## src/rtl/add_sub_pkg.sv

```systemverilog
// Shared constants for the registered add/subtract datapath element.
package add_sub_pkg;

    localparam int unsigned ADD_SUB_WIDTH = 8;

    localparam logic MODE_ADD = 1'b0;
    localparam logic MODE_SUB = 1'b1;

    localparam logic [ADD_SUB_WIDTH-1:0] S_RST     = '0;
    localparam logic                     OVF_RST   = 1'b0;
    localparam logic                     CARRY_RST = 1'b0;
    localparam logic                     ZERO_RST  = 1'b1;

endpackage

```

## src/rtl/add_sub_full_adder.sv

```systemverilog
// One-bit full adder; one stage of the ripple-carry chain in add_sub.
module full_adder (
    input  logic a,
    input  logic b,
    input  logic cin,
    output logic s,
    output logic cout
);

    assign s    = a ^ b ^ cin;
    assign cout = (a & b) | (a & cin) | (b & cin);

endmodule

```

## src/rtl/add_sub.sv

```systemverilog
// Registered two's-complement adder/subtractor with signed overflow.
// Define ADD_SUB_FLAGS_EN to add the registered carry and zero outputs.
module add_sub
    import add_sub_pkg::*;
#(
    parameter int unsigned WIDTH = ADD_SUB_WIDTH
) (
    input  logic             clk,
    input  logic             rst_n,
    input  logic             m,
    input  logic [WIDTH-1:0] A,
    input  logic [WIDTH-1:0] B,
    output logic             overflow,
`ifdef ADD_SUB_FLAGS_EN
    output logic             carry,
    output logic             zero,
`endif
    output logic [WIDTH-1:0] S
);

    logic [WIDTH-1:0] b_eff;
    logic [WIDTH-1:0] sum;
    logic [WIDTH:0]   c;

    // Subtract as A + ~B + 1 through the same chain: invert B, carry in m.
    assign b_eff = B ^ {WIDTH{m}};
    assign c[0]  = m;

    for (genvar i = 0; i < WIDTH; i++) begin : g_chain
        full_adder u_fa (
            .a    (A[i]),
            .b    (b_eff[i]),
            .cin  (c[i]),
            .s    (sum[i]),
            .cout (c[i+1])
        );
    end

    always_ff @(posedge clk) begin
        if (!rst_n) begin
            S        <= WIDTH'(S_RST);
            overflow <= OVF_RST;
        end else begin
            S        <= sum;
            overflow <= c[WIDTH] ^ c[WIDTH-1];
        end
    end

`ifdef ADD_SUB_FLAGS_EN
    always_ff @(posedge clk) begin
        if (!rst_n) begin
            carry <= CARRY_RST;
            zero  <= ZERO_RST;
        end else begin
            carry <= c[WIDTH];
            zero  <= (sum == '0);
        end
    end
`endif

endmodule

```

## config.mk

```make
export PLATFORM = sky130hd
export DESIGN_NAME = add_sub
export DESIGN_NICKNAME = d
export VERILOG_FILES = /design/src/rtl/add_sub_pkg.sv /design/src/rtl/add_sub_full_adder.sv /design/src/rtl/add_sub.sv
export SDC_FILE = /design/constraint.sdc
export NUM_CORES = 1
export LEC_CHECK = 0
export CAP_MARGIN = 5
export CORE_AREA = 2 2 41 43
export DETAILED_ROUTE_END_ITERATION = 16
export DIE_AREA = 0 0 43 45
export PLACE_DENSITY = 0.73
export SYNTH_ARGS = -nofsm -noshare
export SYNTH_HDL_FRONTEND = slang
export SYNTH_SLANG_ARGS = --single-unit
```

## constraint.sdc

```tcl
create_clock -name clk -period 5.06 [get_ports clk]
set_input_delay 1.265 -clock clk [delete_from_list [all_inputs] [get_ports clk]]
set_output_delay 1.265 -clock clk [all_outputs]
set_load 0.02 [all_outputs]
```

# Word-level counts from Yosys, hierarchy flattened
# Cells that the tools add are included.
dict set report totals {
  in_bits 19
  out_inout_bits 9
  ff_bits 9
  wordCells 60
}
dict set report op_classes {
  bitwise 58
}
# operator count
set op_table {}
lappend op_table {{$and 1x1->1} 24}
lappend op_table {{$xor 1x1->1} 17}
lappend op_table {{$or 1x1->1} 16}
lappend op_table {{$xor 8x8->8} 1}

# Depth between registers and ports, before layout
dict set report depth {
  depth_word 26
  mapped_depth 12
  depth_no_buf 11
}

# Modules after synthesis
# A second synthesis with hierarchy kept.
dict set report unflattened {
  cells_unflattened 36
  area_unflattened_um2 486.7
}
# mod cells_per_inst area_each_um2 instances seq_area_each_um2
set by_module_without_submodules {}
lappend by_module_without_submodules {add_sub 28 326.6 1 180.2}
lappend by_module_without_submodules {full_adder 1 20.0 8 0.0}

# Least setup slack after synthesis
# OpenSTA, ideal clock, no wires.
dict set report synth_path {
  path_kind {input to register}
  start {input port m}
  end {register overflow}
  t_arrival_ns 4.232
  setup_time_ns 0.115
  path_buffers 1
  required_ns 4.945
  cell_stages 12
  setup_slack_ns 0.713
  path_cell_list {buf_6 -> xor2_1 -> fa_1 -> fa_1 -> inv_1 -> fa_1 -> fa_1 -> fa_1 -> fa_1 -> fa_1 -> xor2_1 -> and2_1}
}
dict set report synth_via {
  elab_chain_cells 26
  elab_cells_between_ends 42
  classes_between {42 x bitwise}
}
# element line
set synth_lines {}
lappend synth_lines {{start: declaration} add_sub.sv:10} ;# input logic m,
lappend synth_lines {{$xor 8x8->8} add_sub.sv:26} ;# assign b_eff = B ^ {WIDTH{m}};
lappend synth_lines {{$and 1x1->1} add_sub_full_adder.sv:11} ;# assign cout = (a & b) | (a & cin) | (b & cin);
lappend synth_lines {{$or 1x1->1 (2 in a row)} add_sub_full_adder.sv:11}
lappend synth_lines {{$and 1x1->1} add_sub_full_adder.sv:11}
lappend synth_lines {{$or 1x1->1 (2 in a row)} add_sub_full_adder.sv:11}
lappend synth_lines {{$and 1x1->1} add_sub_full_adder.sv:11}
lappend synth_lines {{$or 1x1->1 (2 in a row)} add_sub_full_adder.sv:11}
lappend synth_lines {{$and 1x1->1} add_sub_full_adder.sv:11}
lappend synth_lines {{[3 not listed]} -}
lappend synth_lines {{$or 1x1->1 (2 in a row)} add_sub_full_adder.sv:11}
lappend synth_lines {{$and 1x1->1} add_sub_full_adder.sv:11}
lappend synth_lines {{$or 1x1->1 (2 in a row)} add_sub_full_adder.sv:11}
lappend synth_lines {{$and 1x1->1} add_sub_full_adder.sv:11}
lappend synth_lines {{$or 1x1->1 (2 in a row)} add_sub_full_adder.sv:11}
lappend synth_lines {{$and 1x1->1} add_sub_full_adder.sv:11}
lappend synth_lines {{$or 1x1->1 (2 in a row)} add_sub_full_adder.sv:11}
lappend synth_lines {{$xor 1x1->1 (*)} add_sub.sv:45} ;# overflow <= c[WIDTH] ^ c[WIDTH-1];
lappend synth_lines {{end signal: assignment} add_sub.sv:45}
lappend synth_lines {{end: declaration} add_sub.sv:13} ;# output logic overflow,
# Mark *: on every way between the ends. The rest lies on a longest branch, timed or not.
# A chain may end at the register's enable or synchronous reset.

# Worst setup path after layout
# Same ends and word-level chain as after synthesis.

==> impl_metrics.ini <==
[timing]
setup_violations = 0
fin_crit_ps = 4650
clock.fmax_mhz = 215
setup_slack_ps = 414
finalHoldViolCount = 0
min_period_over_period = 0.918
slew_headroom = 0.856
maxSlewViolCount = 0
setup_tns_ps = 0
rsz0062_at_grt = false
tightestPinTransition_ps = 215

[routing]
drt_iter0_drc = 0
route.detailed.drc = 0
wl_per_cell_um = 9.52
first_pass_iters = 1
routed_wl_um = 847
vias_per_cell = 4.02
vias = 358
postRouteAntennaNets = 0

[worst_setup_path]
arrival_ps = 4790
path_class = in2reg
cp-start-kind = input port
cp_cell_sequence = clkdlybuf4s50_1 > xor2_1 > fa_1 > fa_1 > inv_1 > fa_1 > fa_1 > fa_1 > fa_1 > fa_1 > xor2_1 > and2_1
worst_path_max_delay_cell = clkdlybuf4s50_1
crit_top_cell = fa_1
worstSetupEndpointType = flip-flop
endpoint = overflow
critPathRequiredTime_ps = 5210
slowest_delay_ps = 560
startpoint = m
crit_path_max_fanout = 4

[power]
max-vdd-ir-drop_mv = 0.0732
p_sw_frac = 0.286
power_density_nw_per_um2 = 281
p_seq_frac = 0.376
clkPwrFrac = 0.234
power_leakage_nw = 0.334
p_sw_uw = 65.3
combPwrFrac = 0.390
p_int_uw = 163

[min_path]
holdCritPathClass = in2reg
hold_depth = 3

[cells_and_area]
synthToLayoutAreaGrowth_pct = 62.5
drive_gt1_frac = 0.0685
layout_commonest_cell = clkdlybuf4s50_1
final_cell_mix = clkdlybuf4s50_1 (27), dfxtp_1 (9), fa_1 (7), inv_1 (6)
num_antenna_cells = 0
fin_nets = 100

[floorplanning]
io_pins = 28
start_util = 0.340
die_y_um = 45
std_cell_rows = 14
die_width_um = 43
die_area_um2 = 1940
core_um2 = 1470

[logic_synthesis]
synth.largest_area_cell = dfxtp_1
seq_area_frac_synth = 0.360
avgSynthCellArea_um2 = 11.9
synth-xor-area-share = 0.157
yosys_register_bits = 9
synth-simple-area-share = 0.113
synth_fp_nets = 68
synth_area_um2 = 500
synth_top_cell_area_share = 0.360
yosysWarnings = 0
syn-instance-count = 42
muxShareOfSynthArea = 0.0225
synth_top_family_by_area = adder cells
synth_area_leaders = dfxtp_1 (36%), fa_1 (28%), xnor2_1 (8.8%), xor2_1 (7.0%), nor2b_1 (6.3%)
synth_compound_area_frac = 0
synthAdderAreaFrac = 0.280
ys_types = 9

[clock_tree]
clk_path_buf_depth = 2
postCtsResizedCells = 0
cts_max_level = 1
cts_tree = yes
post_cts_buffers = 0
clk_pin_slew_ps = 60
cts-buffers-inserted = 3
cts_sinks = 9
hold_buffers = 0
cts_root_buf = clkbuf_4

[global_routing]
grt_use_total = 0.0993
grt_pass1_vias = 356
grt_pass1_wl_um = 1450
grt_max_degree = 10
antenna_found_initial = 0
grt-ovfl-total = 0

[run_status]
run_status = finished clean

[job]
maxCapViolCount = 0

[placed_design]
port_buffers = 27
place_ws_ps = 122
routabilityCongestion = 0.647
post-dp-hpwl_um = 784
==> per-layer routing <==
| layer | part of all wire | track usage | routed length, um | vias to the layer above |
|---|---|---|---|---|
| met3 | 0.089 | 0.0200 | 75 | 0 |
| met2 | 0.51 | 0.191 | 433 | 17 |
| met5 | 0 | 0 | 0 | - |
| met1 | 0.40 | 0.108 | 338 | 158 |
| met4 | 0 | 0.0364 | 0 | 0 |
| li1 | - | - | - | 183 |
==> through the flow <==
| stage | hold slack, ps | utilization | cells | area (um^2) | power (mW) |
|---|---|---|---|---|---|
| final | 1700 | 0.553 | 89 | 813 | 0.228 |
| after global routing | 1760 | 0.553 | 89 | 813 | 0.244 |
| after CTS | 1710 | 0.553 | 89 | 813 | 0.232 |
| after detailed placement | 1970 | 0.535 | 85 | 787 | 0.179 |
| after global placement | 1970 | 0.535 | 85 | 787 | 0.176 |
| after floorplan | 1390 | - | 42 | 500 | 0.134 |
==> worst min path at each step <==
| stage | startpoint | to | slack, ps |
|---|---|---|---|
| detailed placement | A[0] | S[0] | 1970 |
| finish | A[0] | S[0] | 1700 |
| global placement | A[0] | S[0] | 1970 |
| CTS | A[0] | S[0] | 1710 |
| floorplan | rst_n | S[0] | 1390 |
| global route | A[0] | S[0] | 1760 |
==> critical path, delay by kind of cell <==
kind | cells | cell delay, ps
buffers and inverters | 2 | 610
adder cells (fa/ha/maj) | 7 | 2390
XOR/XNOR | 2 | 380
AND/OR/NAND/NOR | 1 | 150
==> Yosys cell counts <==
| cell | count |
|---|---|
| dfxtp_1 | 9 |
| mux2_2 | 1 |
| and2_1 | 4 |
| buf_6 | 1 |
| xnor2_1 | 5 |
| xor2_1 | 4 |
| inv_1 | 6 |
| fa_1 | 7 |
| nor2b_1 | 5 |
==> registers in the layout (all words and copies together), names as in the netlist <==
register,count
S,8
overflow,1
==> power groups by stage <==
stage	Clock (mW)	Combinational, mW	Sequential (mW)
2_1_floorplan	0	0.0312	0.103
3_3_place_gp	0	0.0889	0.0869
3_5_place_dp	0	0.0908	0.0879
4_1_cts	0.0543	0.0909	0.0863
5_1_grt	0.0586	0.0982	0.0871
6_report	0.0535	0.0889	0.0858
==> logic make-up (layout without fill, tap and decap cells) <==
kind of cell,count (synthesis),in the layout
xor+xnor,9,9
flops,9,9
simple gates,9,9
fa+ha+maj,7,7
buf+inv,7,38
mux,1,1
==> cell type report <==
type,instances,area [um^2]
clock buffers,4,26.3
fillers,126,658
inverters,6,22.5
multi-input cells,26,287
flip-flops and latches,9,180
well taps,16,20.0
repair buffers,28,278
No activity file was read; power rests on OpenSTA's default activity.
